<file path="config.mk">
export PLATFORM = sky130hd
export DESIGN_NAME = mux_arb_rr
export DESIGN_NICKNAME = d
export VERILOG_FILES = /design/src/rtl/mux_arb_rr.sv
export SDC_FILE = /design/constraint.sdc
export NUM_CORES = 1
export LEC_CHECK = 0
export BUFFER_PORTS_ARGS = -buffer_cell sky130_fd_sc_hd__clkbuf_2
export CAP_MARGIN = 30
export CORE_ASPECT_RATIO = 1.25
export CORE_MARGIN = 5
export CORE_UTILIZATION = 35
export CTS_CLUSTER_DIAMETER = 150
export CTS_CLUSTER_SIZE = 10
export DETAILED_ROUTE_END_ITERATION = 10
export GPL_ROUTABILITY_DRIVEN = 1
export PLACE_DENSITY = 0.69
export RECOVER_POWER = 100
export SLEW_MARGIN = 20
export SYNTH_ARGS = -nofsm -noshare
export SYNTH_HDL_FRONTEND = slang
export SYNTH_SLANG_ARGS = --single-unit
</file>
<file path="constraint.sdc">
create_clock -name clk -period 2.3 [get_ports clk]
set_input_delay 0.46 -clock clk [delete_from_list [all_inputs] [get_ports clk]]
set_output_delay 0.46 -clock clk [all_outputs]
set_load 0.01 [all_outputs]
</file>
<file path="src/rtl/mux_arb_rr.sv">
// mux_arb_rr: two-requester round-robin arbiter driving a shared 2:1 word mux.
// The chosen word goes into a single-entry output stage with a valid/ready handshake.
// Optional grant counters are enabled by defining MUX_ARB_GRANT_CNT_EN.
module mux_arb_rr #(
  parameter int WIDTH = 32
) (
  input  logic             clk,
  input  logic             rst_n,
  input  logic [WIDTH-1:0] word_a,
  input  logic             a_valid,
  output logic             a_ready,
  input  logic [WIDTH-1:0] word_b,
  input  logic             b_valid,
  output logic             b_ready,
  output logic             sel,
  output logic [WIDTH-1:0] data_out,
  output logic             out_valid,
  input  logic             out_ready,
  output logic             last_grant
`ifdef MUX_ARB_GRANT_CNT_EN
  ,
  output logic [15:0]      cnt_a,
  output logic [15:0]      cnt_b,
  input  logic             cnt_clr
`endif
);

  typedef enum logic {EMPTY = 1'b0, FULL = 1'b1} state_t;

  state_t state;
  logic   accept_ok;
  logic   gnt_any;
  logic   gnt_b;
  logic   acc_a;
  logic   acc_b;

  // Round-robin grant: a lone requester wins outright. Under contention the
  // winner is whoever did not win last. The output stage can take a word
  // when it is empty or when it drains on this same edge.
  always_comb begin
    gnt_any   = a_valid || b_valid;
    gnt_b     = b_valid && (!a_valid || !last_grant);
    accept_ok = !out_valid || out_ready;
    a_ready   = accept_ok && a_valid && !gnt_b;
    b_ready   = accept_ok && gnt_b;
    sel       = gnt_any ? gnt_b : last_grant;
    acc_a     = a_valid && a_ready;
    acc_b     = b_valid && b_ready;
  end

  // Output-stage FSM with registered data, valid and last grant.
  // An accept has priority over a drain. A drain with no accept empties the stage.
  always_ff @(posedge clk or negedge rst_n) begin
    if (!rst_n) begin
      state      <= EMPTY;
      out_valid  <= 1'b0;
      data_out   <= '0;
      last_grant <= 1'b1;
    end else begin
      case (state)
        EMPTY: begin
          if (acc_a || acc_b) begin
            state      <= FULL;
            out_valid  <= 1'b1;
            data_out   <= acc_b ? word_b : word_a;
            last_grant <= acc_b;
          end
        end
        FULL: begin
          if (acc_a || acc_b) begin
            data_out   <= acc_b ? word_b : word_a;
            last_grant <= acc_b;
          end else if (out_ready) begin
            state     <= EMPTY;
            out_valid <= 1'b0;
          end
        end
        default: begin
          state     <= EMPTY;
          out_valid <= 1'b0;
        end
      endcase
    end
  end

`ifdef MUX_ARB_GRANT_CNT_EN
  // Saturating per-requester accept counters. Clear wins over increment.
  always_ff @(posedge clk or negedge rst_n) begin
    if (!rst_n) begin
      cnt_a <= '0;
      cnt_b <= '0;
    end else if (cnt_clr) begin
      cnt_a <= '0;
      cnt_b <= '0;
    end else begin
      if (acc_a && cnt_a != 16'hFFFF) cnt_a <= cnt_a + 16'd1;
      if (acc_b && cnt_b != 16'hFFFF) cnt_b <= cnt_b + 16'd1;
    end
  end
`endif

endmodule

</file>
# Word level (Yosys, flattened, before mapping)
# Cells that the tools add are included.
[totals]
register_bits = 35
input_bits = 69
output_inout_bits = 37
word_cells = 35
[op_classes]
eq_ne = 3
n_mux = 12
n_bitwise = 1
reduce_logical = 15
[ops]
columns = ["cell", "n"]
rows = [
  ["32-bit 2-to-1 mux", 2],
  ["1-bit 2-to-1 mux", 8],
  ["1-bit logical AND", 6],
  ["2-bit != test (second input constant)", 3],
  ["1-bit zero test", 4],
  ["1-bit logical OR", 4],
  ["1-bit case mux with 2 select lines", 2],
  ["3-bit AND reduction", 1],
  ["1-bit inverter", 1],
]

# Longest topological paths before layout
# Gate-level depths: netlist (run 1).
[depth]
ltp_word = 9
mapped_depth = 4
mapped_depth_nobuf = 3

# Worst setup path after synthesis (run 1)
# OpenSTA, ideal clock, no wires.
[synth_timing]
path_kind = "flip-flop to output port"
start = "register last_grant"
end = "output port a_ready"
t_arrival_ns = 1.072
required_ns = 1.840
slack_ns = 0.768
path_stages_with_launch = 5
path_buffers = 1
path_cell_list = "dfstp_2 -> nand2b_2 -> nand3_4 -> buf_6 -> inv_1"
[synth_via]
elab_chain_cells = 5
[synth_rtl]
columns = ["element", "line_no", "source"]
rows = [
  ["from (decl)", "19", "output logic last_grant"],
  ["from (signal assigned)", "58", "last_grant <= 1'b1;"],
  ["from (signal assigned)", "66", "last_grant <= acc_b;"],
  ["from (signal assigned)", "72", "last_grant <= acc_b;"],
  ["1-bit zero test", "42", "gnt_b = b_valid && (!a_valid || !last_grant);"],
  ["1-bit logical OR", "42", ""],
  ["1-bit logical AND", "42", ""],
  ["1-bit zero test", "44", "a_ready = accept_ok && a_valid && !gnt_b;"],
  ["1-bit logical AND", "44", ""],
  ["to (decl)", "11", "output logic a_ready,"],
]
# Every way passes these cells.

# Worst setup path after layout (run 1)
[layout_timing]
start = "register last_grant"
end = "output port b_ready"
[layout_via]
elab_chain_cells = 4
[layout_rtl]
columns = ["element", "line_no", "source"]
rows = [
  ["1-bit zero test", "42", ""],
  ["1-bit logical OR", "42", ""],
  ["1-bit logical AND", "42", ""],
  ["1-bit logical AND", "45", "b_ready = accept_ok && gnt_b;"],
  ["to (decl)", "14", "output logic b_ready,"],
]
# Every way passes these cells.

==> impl_results.md, run 1 <==
- Async set or reset register ratio after synthesis: 1.00
- Root buf cell: clkbuf_8
- First drt pass iteration count: 4
- Internal power: 1.43 mW
- Clock Tree Buf Depth: 2
- Most common cell in the netlist: inv_1
- Fillcell total: 578
- Area Growth Syn to Fin: 29.0%
- CTS Buf Count: 5
- Crit Path Max Fanout: 19
- Final Cell Area: 2510 sq um
- Pin count of the biggest net entering global routing: 36
- Switching fraction of total power: 0.367
- Synth top area cells: dfrtp_1 44%, o221ai_2 15%, inv_1 13%
- Core area: 5410 sq um
- Total power per unit cell area: 899 nW/um^2
- Drt drc: 0
- Worst-skew pair later-pin latency: 280 ps
- Initial antenna violation count: 0
- H-tree levels: 2
- Clock power share: 0.212
- RSZ-0062 raised after global routing: no
- Vias/cell: 4.83
- Status: finished, final reports clean
- Post-synth EDFFs: 0
- Part of the power in combinational logic: 0.368
- Post-CTS sizing: 0
- CTS tree: yes
- Hpwl dp: 3850 um
- Crit end category: output port
- Top cell type's share of synthesized area: 0.438
- Hold Worst Slack: 398 ps
- Ys Warns: 0
- Die Y-Extent: 93.3 um
- Setup TNS Final: 0 ps
- Final net count: 367
- I/O pin count: 106
- Number of max-cap violations: 0
- GR Overflow Total: 0
- CTS clk-pin slew, worst paths: 70 ps
- Post-route ant nets: 0
- Share of post-route cells with drive strength above 1: 0.355
- Initial Util: 0.359
- Pre-CTS WS: 553 ps
- Min Tclk post-route: 1990 ps
- # setup viols final: 0
- TritonCTS sink count: 35
- Actual transition at the worst max-transition pin: 1010 ps
- Pins Over Slew Limit: 0
- Leakage: 1.33 nW
- Avg WL per Cell: 13.9 um
- Syn Inst Count: 193
- Period utilization: 0.866
- Seq pwr share: 0.420
- Final hold violations: 0
- Die Area: 7150 sq um
- Post-Syn Area per Cell: 10.1 sq um
- Final Core Density: 0.464
- Vias in the first global route: 1775
- Largest area contributor in the netlist: dfrtp_1
- Top cell types by occurrence after synthesis: 68 x inv_1, 34 x dfrtp_1, 26 x o21ai_1, 19 x o221ai_2, 13 x o221ai_1
- Slew margin rel.: 0.328
- Finished Layout Cells: 363
- Most used DFF post-synth: dfrtp_1
- NetSw: 0.828 mW
- Vias: 1755
- Initial DRC Count: 59
- RePlAce Congestion: 0.755
- Final WL: 5050 um
- Data required, critical path: 1840 ps
- CP Launch Type: flop
- # port buffers: 105
- Clock Skews: 6.94 ps
- Die Wd: 76.6 um
- GR Util All Layers: 0.143
- Unique masters post-synth: 21
- Core Rows: 30
- Critical path class: flop to output port
- Final worst slack: 308 ps
- Synth Cell Area: 1940 sq um
- Post-synthesis sequential area ratio: 0.451
- Placed cell areas: 2450 sq um
- N_diodes: 0
- Maximum clock frequency: 502 MHz
- Total Power: 2.25 mW
- Worst Hold Class: primary input to flop
- FF+latch count, synth: 35
- First-pass GRT wire length: 8230 um
- VDD IR max: 496 uV
- Placed Instances: 353
- Syn Nets: 262
- WP data arrival: 1530 ps
==> layout by cell type (no fill, tap or decap), types with 2 or more instances in the layout <==
master and instances:
clkbuf_2 72, inv_1 68, clkbuf_1 37, dfrtp_1 34, o21ai_0 31, o221ai_2 19
o221ai_1 13, clkbuf_8 7, nand2b_2 2, nand3_4 2, nand2_1 2, o21ai_2 2
==> timing repair <==
action                                 4_1_cts  5_1_grt
setup buffers                                0        0
hold buffers                                 0        1
endpoints found under the hold margin        0        4
==> flip-flops by register name, summed over array words and instances (netlist names) <==
name,count
data_out,32
last_grant,1
state,1
out_valid,1
==> path summary, 6_finish.rpt <==
check                                   startpoint                        to  slack, ps  cells past startpoint
max                         last_grant$_DFFE_PN1P_                   b_ready        310                      4
min reg2reg                data_out[8]$_DFFE_PN0P_   data_out[8]$_DFFE_PN0P_        520                      2
max reg2reg                 last_grant$_DFFE_PN1P_   data_out[0]$_DFFE_PN0P_        390                      4
min                                      out_ready           state$_DFF_PN0_        400                      2
min in group asynchronous                    rst_n   data_out[2]$_DFFE_PN0P_        570                      2
max in group asynchronous                    rst_n  data_out[14]$_DFFE_PN0P_        710                      3
==> power groups by stage <==
stage	Combinational (mW)	Clock (mW)	Sequential, mW
after global placement	0.906	0	0.956
after CTS	0.927	0.496	0.958
after floorplan	0.492	0	1.04
after global routing	0.930	0.520	0.968
final	0.830	0.477	0.947
after detailed placement	0.928	0	0.965
==> final cells by class <==
| cell class | count | area, sq um | area share |
|---|---|---|---|
| clock buffers | 8 | 100 | 0.0399 |
| inverters | 68 | 255 | 0.102 |
| multi-input cells | 78 | 682 | 0.272 |
| flip-flops and latches | 35 | 877 | 0.350 |
| well taps | 64 | 80.1 | 0.0319 |
| repair buffers | 110 | 513 | 0.205 |
==> routing by layer <==
layer | up-vias | wire [um] | track usage
li1 | 859 | - | -
met1 | 811 | 1930 | 0.155
met2 | 78 | 2640 | 0.257
met3 | 7 | 405 | 0.0385
met4 | 0 | 76 | 0.0656
met5 | - | 0 | 0
==> kinds of logic after synthesis <==
family / Yosys count / share of synthesized area
AO/OA/AOI/OAI: 70 / 0.317
buffers and inverters: 80 / 0.191
flip-flops: 35 / 0.451
AND/OR/NAND/NOR: 8 / 0.0406
==> critical path: stages, from the launching register on <==
cell and delay [ps]:
dfstp_1 610, nand2_1 140, nand3_4 290, inv_1 70, clkbuf_1 130
Note: power is estimated with default switching activity, not from simulation.
==> run 2, diff against run 1 <==
--- a/config.mk
+++ b/config.mk
@@ -14,6 +14,7 @@
 export CTS_CLUSTER_SIZE = 10
 export DETAILED_ROUTE_END_ITERATION = 10
 export GPL_ROUTABILITY_DRIVEN = 1
+export MAX_ROUTING_LAYER = met4
 export PLACE_DENSITY = 0.69
 export RECOVER_POWER = 100
 export SLEW_MARGIN = 20
==> run 2 against run 1 <==
Register-to-register slack about the same. Sequential share of layout area unchanged. Worst hold slack improved by 2.4 ps. Die area unchanged. Maximum frequency about the same. Critical path type unchanged. Largest cell class unchanged.
==> impl_results.md, run 2 (synthesis results as in run 1) <==
- Worst-skew pair later-pin latency: 280 ps (about the same)
- First drt pass iteration count: 4 (unchanged)
- Hold Worst Slack: 400 ps (+2.37 ps)
- Slew margin rel.: 0.325 (-0.00313)
- Crit end category: output port
- Vias/cell: 4.83 (-0.17%)
- Root buf cell: clkbuf_8
- Multi-input gate area: 682 sq um (unchanged)
- Vias in the first global route: 1777 (+0.11%)
- I/O pin count: 106 (unchanged)
- Most frequent cells in the layout: 72 x clkbuf_2, 68 x inv_1, 37 x clkbuf_1
- # port buffers: 105 (unchanged)
- H-tree levels: 2 (unchanged)
- Number of max-cap violations: 0 (unchanged)
- Die Y-Extent: 93.3 um (unchanged)
- Hold bufs inserted after CTS: 0 (unchanged)
- Total power per unit cell area: 900 nW/um^2 (about the same)
- Avg WL per Cell: 14.0 um (+0.53%)
- Largest register FFs: 32 (unchanged)
- Initial antenna violation count: 0 (unchanged)
- Leakage: 1.33 nW (unchanged)
- Drt drc: 0 (unchanged)
- FF/Latch Area: 877 sq um (unchanged)
- N_diodes: 0 (unchanged)
- Post-CTS sizing: 0 (unchanged)
- Clock Skews: 8.80 ps (+1.86 ps)
- TritonCTS sink count: 35 (unchanged)
- CTS Buf Count: 5 (unchanged)
- RSZ-0062 raised after global routing: no
- Maximum clock frequency: 501 MHz (about the same)
- Crit Path Max Fanout: 19 (unchanged)
- Die Area: 7150 sq um (unchanged)
- Core area: 5410 sq um (unchanged)
- Min Tclk post-route: 1990 ps (+1.81 ps)
- Period utilization: 0.867 (about the same)
- WP data arrival: 1530 ps (about the same)
- Final net count: 367 (unchanged)
- # setup viols final: 0 (unchanged)
- Actual transition at the worst max-transition pin: 1010 ps (+4.70 ps)
- Finished Layout Cells: 363 (unchanged)
- Post-route ant nets: 0 (unchanged)
- VDD IR max: 496 uV (about the same)
- First-pass GRT wire length: 8250 um (+0.17%)
- GR Overflow Total: 0 (unchanged)
- CTS tree: yes
- Share of post-route cells with drive strength above 1: 0.355 (unchanged)
- Die Wd: 76.6 um (unchanged)
- Initial DRC Count: 54 (-8.5%)
- Core Rows: 30 (unchanged)
- Setup TNS Final: 0 ps (unchanged)
- CP Launch Type: flop
- Fillcell total: 580 (+0.35%)
- Hpwl dp: 3850 um (unchanged)
- CTS clk-pin slew, worst paths: 70 ps (about the same)
- Status: finished, final reports clean
- Pins Over Slew Limit: 0 (unchanged)
- GR Util All Layers: 0.147 (+0.00411)
- Vias: 1752 (-0.17%)
- Final hold violations: 0 (unchanged)
- Critical path class: flop to output port
- R2R depth: 4 (unchanged)
- Clock Tree Buf Depth: 2 (unchanged)
- Setup bufs post-CTS: 0 (unchanged)
- Data required, critical path: 1840 ps (about the same)
- Worst Hold Class: primary input to flop
- Initial Util: 0.359 (unchanged)
- Final WL: 5080 um (+0.53%)
- Hold path depth: 2 (unchanged)
- RePlAce Congestion: 0.765 (+1.3%)
- Placed Instances: 353 (unchanged)
- Area Growth Syn to Fin: 29.0% (unchanged)
- Most common cell after layout, fill and taps aside: clkbuf_2
- Biggest register: data_out
- Pin count of the biggest net entering global routing: 36 (unchanged)
## run 2: cell counts in the layout (fill, tap and decap cells not counted)
Identical to the previous run, type by type.
## run 2: metrics by stage
step                utilization  worst slack, ps  power [mW]  area (sq um)
floorplan                     -              768        1.53          1940
global placement          0.454              566        1.86          2450
detailed placement        0.454              553        1.89          2450
CTS                       0.473              350        2.38          2550
global route              0.464              155        2.42          2510
finish                    0.464              306        2.26          2510
## run 2: final timing paths
path                                         startpoint                  endpoint  slack [ps]
worst max-delay path             last_grant$_DFFE_PN1P_                   b_ready         310
worst min-delay path                          out_ready           state$_DFF_PN0_         400
worst max register to register   last_grant$_DFFE_PN1P_   data_out[1]$_DFFE_PN0P_         380
worst min register to register  data_out[8]$_DFFE_PN0P_   data_out[8]$_DFFE_PN0P_         520
max in group asynchronous                         rst_n  data_out[14]$_DFFE_PN0P_         710
min in group asynchronous                         rst_n   data_out[2]$_DFFE_PN0P_         570
## run 2: critical path: stages (launching register included)
cell and delay (ps):
dfstp_1 620, nand2_1 140, nand3_4 280, inv_1 70, clkbuf_1 130
## run 2: cell type report
class                   instances  area share
clock buffers                   8      0.0399
multi-input cells              78       0.272
flip-flops and latches         35       0.350
repair buffers                110       0.205
well taps                      64      0.0319
inverters                      68       0.102
## run 2: layer usage
| layer | global-route usage | vias up | wire length, um |
|---|---|---|---|
| met4 | 0.0656 | 0 | 40 |
| met3 | 0.0347 | 4 | 393 |
| met5 | - | - | 0 |
| met1 | 0.158 | 814 | 1980 |
| li1 | - | 858 | - |
| met2 | 0.258 | 76 | 2670 |
## run 2: power by group
| group | internal (mW) | switching [mW] | total [mW] |
|---|---|---|---|
| clock | 0.273 | 0.206 | 0.479 |
| sequential | 0.820 | 0.128 | 0.947 |
| combinational | 0.334 | 0.497 | 0.831 |
| total | 1.43 | 0.830 | 2.26 |
==> run 3, diff against run 2 <==
--- a/config.mk
+++ b/config.mk
@@ -5,17 +5,18 @@
 export SDC_FILE = /design/constraint.sdc
 export NUM_CORES = 1
 export LEC_CHECK = 0
+export ABC_AREA = 1
 export BUFFER_PORTS_ARGS = -buffer_cell sky130_fd_sc_hd__clkbuf_2
 export CAP_MARGIN = 30
 export CORE_ASPECT_RATIO = 1.25
 export CORE_MARGIN = 5
 export CORE_UTILIZATION = 35
-export CTS_CLUSTER_DIAMETER = 150
+export CTS_CLUSTER_DIAMETER = 120
 export CTS_CLUSTER_SIZE = 10
 export DETAILED_ROUTE_END_ITERATION = 10
 export GPL_ROUTABILITY_DRIVEN = 1
 export MAX_ROUTING_LAYER = met4
-export PLACE_DENSITY = 0.69
+export PLACE_DENSITY = 0.72
 export RECOVER_POWER = 100
 export SLEW_MARGIN = 20
 export SYNTH_ARGS = -nofsm -noshare
==> run 3 against run 2 <==
Clock-buffer cell count fell by 1. Clock power fell by 14%. Non-clock buffer count decreased by 1. Critical path depth stayed put. Critical endpoint is now a_ready.
==> impl_results.md, run 3 <==
- Status: finished, final reports clean
- Hpwl dp: 3420 um (-11%)
- Initial Util: 0.365 (+0.00587)
- Die Y-Extent: 86.6 um (-7.2%)
- Post-route ant nets: 0 (unchanged)
- CTS tree: yes
- Largest register FFs: 32 (unchanged)
- GR Overflow Total: 0 (unchanged)
- Worst r2r dst: out_valid$_DFFE_PN0P_
- Actual transition at the worst max-transition pin: 933 ps (-79.3 ps)
- Top cell type's share of synthesized area: 0.518 (+0.0804)
- Met1 Use GR: 0.175 (+0.0173)
- TritonCTS sink count: 35 (unchanged)
- Number of max-cap violations: 0 (unchanged)
- M2 GR Usage: 0.284 (+0.0264)
- Data required, critical path: 1840 ps (about the same)
- Internal power: 1.33 mW (-6.7%)
- VDD IR max: 332 uV (-33%)
- RePlAce Congestion: 0.740 (-3.3%)
- Vias: 1676 (-4.3%)
- WP data arrival: 1450 ps (-80 ps)
- Most frequent cells in the layout: 71 x nand2_1, 70 x clkbuf_2, 64 x nand3_1
- First-pass GRT wire length: 7680 um (-6.9%)
- N_diodes: 0 (unchanged)
- Slew margin rel.: 0.378 (+0.0529)
- H-tree levels: 2 (unchanged)
- Avg WL per Cell: 13.3 um (-5.1%)
- Switching fraction of total power: 0.384 (+0.0160)
- Gr busiest metal: met2
- Simple-Gate Fraction of Synth Area: 0.387 (+0.347)
- CP Launch Type: flop
- Share of post-route cells with drive strength above 1: 0.281 (-0.0736)
- Area Growth Syn to Fin: 35.9%
- Crit end category: output port
- # setup viols final: 0 (unchanged)
- Synth top area cells: dfrtp_1 52%, nand3_1 20%, nand2_1 16%
- Largest area contributor in the netlist: dfrtp_1
- Pins Over Slew Limit: 0 (unchanged)
- Clock Skews: 4.98 ps (-3.82 ps)
- GR Util All Layers: 0.161 (+0.0136)
- Seq pwr share: 0.437 (+0.017)
- Vias/cell: 4.69 (-2.7%)
- Drt drc: 0 (unchanged)
- Complex-gate fraction of the synthesized area: 0.0191 (-0.298)
- Reg-to-reg critical path startpoint: last_grant$_DFFE_PN1P_
- Worst-path cell chain: nand2_4 -> nand2_4 -> a21oi_1 -> clkbuf_2
- Final WL: 4740 um (-6.7%)
- Multiplexer share of the synthesized area: 0 (unchanged)
- Top cell types by occurrence after synthesis: 70 x nand2_1, 64 x nand3_1, 34 x dfrtp_1, 9 x buf_2
- Vias in the first global route: 1644 (-7.5%)
- Setup TNS Final: 0 ps (unchanged)
- Die Wd: 71.3 um (-7.0%)
- Async set or reset register ratio after synthesis: 1.00 (unchanged)
- Post-synthesis sequential area ratio: 0.534 (+0.0829)
- Total power per unit cell area: 968 nW/um^2 (+7.6%)
- Initial antenna violation count: 0 (unchanged)
- RSZ-0062 raised after global routing: no
- Reg2reg setup slack: 490 ps (+110 ps)
- Clock Tree Buf Depth: 2 (unchanged)
- Most common cell in the netlist: nand2_1
- Worst-skew pair later-pin latency: 280 ps (about the same)
- Leakage: 1.17 nW (-13%)
- NetSw: 0.829 mW (-0.12%)
- Main combinational cell family by area after synthesis: simple AND/OR/NAND/NOR gates
- CTS clk-pin slew, worst paths: 70 ps (about the same)
- Root buf cell: clkbuf_8
- Hold Worst Slack: 297 ps (-103 ps)
- Post-Syn Area per Cell: 8.46 sq um (-16%)
- Pin count of the biggest net entering global routing: 38 (+5.6%)
- Most used DFF post-synth: dfrtp_1
- Crit-path max cell delay: 420 ps (-200 ps)
- Syn Inst Count: 194 (+0.52%)
- Final net count: 367 (unchanged)
- Final hold violations: 0 (unchanged)
- Crit Path Max Fanout: 37 (+18)
- GRT met3 Usage: 0.0325 (-0.00220)
- Clock power share: 0.191 (-0.021)
- Part of the power in combinational logic: 0.372 (+0.004)
- Worst Hold Class: primary input to async pin
- R2R depth: 8 (+4)
- Core area: 4490 sq um (-17%)
- FF+latch count, synth: 35 (unchanged)
- Biggest register: data_out
- Most used cell, CP: nand2_4
- Setup bufs post-CTS: 0 (unchanged)
- Xor-xnor portion of the synthesized cell area: 0 (unchanged)
- Most common cell after layout, fill and taps aside: nand2_1
- Period utilization: 0.830 (-0.0374)
- Post-synth EDFFs: 0 (unchanged)
- Die Area: 6170 sq um (-14%)
- Pre-CTS WS: 547 ps (-5.91 ps)
- Core Rows: 27 (-10%)
- CTS Buf Count: 5 (unchanged)
- Post-Synth Adder-Cell Area: 0 (unchanged)
- Maximum clock frequency: 524 MHz (+4.5%)
- Min Tclk post-route: 1910 ps (-86.0 ps)
- Post-CTS sizing: 0 (unchanged)
- Synth Cell Area: 1640 sq um (-16%)
- Syn Nets: 263 (+0.38%)
- Ys Warns: 0 (unchanged)
- Final worst slack: 392 ps (+86.0 ps)
- Unique masters post-synth: 15 (-29%)
- # port buffers: 105 (unchanged)
- Hold bufs inserted after CTS: 0 (unchanged)
- Initial DRC Count: 74 (+37%)
- Slowest library cell on the worst path: dfrtp_1
- I/O pin count: 106 (unchanged)
- Critical path class: flop to output port
- First drt pass iteration count: 4 (unchanged)
run 3: cell types whose count changed after synthesis, moves of 4 or more:
cell	delta
buf_2	+8
buf_6	-6
inv_1	-65
nand2_1	+69
nand3_1	+64
o21ai_0	-4
o21ai_1	-26
o21ai_2	-4
o221ai_1	-13
o221ai_2	-19
run 3: cell families after synthesis:
| logic type | count (synthesis) |
|---|---|
| AND/OR/NAND/NOR | 139 |
| flip-flops | 35 |
| buffers and inverters | 17 |
| AO/OA/AOI/OAI | 3 |
run 3: cell type report:
class,count,area (sq um)
Inverter,5,18.8
Fill cell,472,2260
Sequential cell,35,877
Clock inverter,1,5.00
Multi-Input combinational cell,142,653
Timing Repair Buffer,109,528
Tap cell,58,72.6
Clock buffer,7,76.3
run 3: worst max path at each step:
stage | startpoint | to | slack (ps) | cells after the start
after floorplan | last_grant$_DFFE_PN1P_ | a_ready | 790 | 3
after global placement | out_ready | a_ready | 570 | 6
after detailed placement | out_ready | data_out[9]$_DFFE_PN0P_ | 550 | 8
after CTS | out_valid$_DFFE_PN0P_ | a_ready | 410 | 4
after global routing | last_grant$_DFFE_PN1P_ | out_valid$_DFFE_PN0P_ | 300 | 8
final | out_valid$_DFFE_PN0P_ | a_ready | 390 | 4
run 3: layer usage:
| layer | up-vias | share of wire |
|---|---|---|
| li1 | 850 | - |
| met1 | 755 | 0.40 |
| met2 | 65 | 0.52 |
| met3 | 6 | 0.069 |
| met4 | 0 | 0.016 |
| met5 | - | 0 |
run 3: per-stage QoR:
step / std cells / utilization / cell area, sq um / power, mW
6_report: 357 / 0.497 / 2230 / 2.16
5_1_grt: 357 / 0.497 / 2230 / 2.33
4_1_cts: 356 / 0.504 / 2260 / 2.26
3_5_place_dp: 348 / 0.486 / 2180 / 1.84
3_3_place_gp: 348 / 0.486 / 2180 / 1.82
2_1_floorplan: 194 / - / 1640 / 1.46
run 3: critical path, delay by kind of cell (launching register included):
kind	cells	cell delay, ps
AOI/OAI and AO/OA	1	240
and+or+nand+nor	2	340
buffers and inverters	1	160
DFF	1	420
run 3: power groups by stage:
| stage | sequential [mW] | clock [mW] | combinational [mW] |
|---|---|---|---|
| 2_1_floorplan | 1.06 | 0 | 0.404 |
| 6_report | 0.944 | 0.413 | 0.803 |
| 3_5_place_dp | 0.961 | 0 | 0.875 |
| 3_3_place_gp | 0.956 | 0 | 0.863 |
| 4_1_cts | 0.949 | 0.436 | 0.878 |
| 5_1_grt | 0.971 | 0.458 | 0.904 |
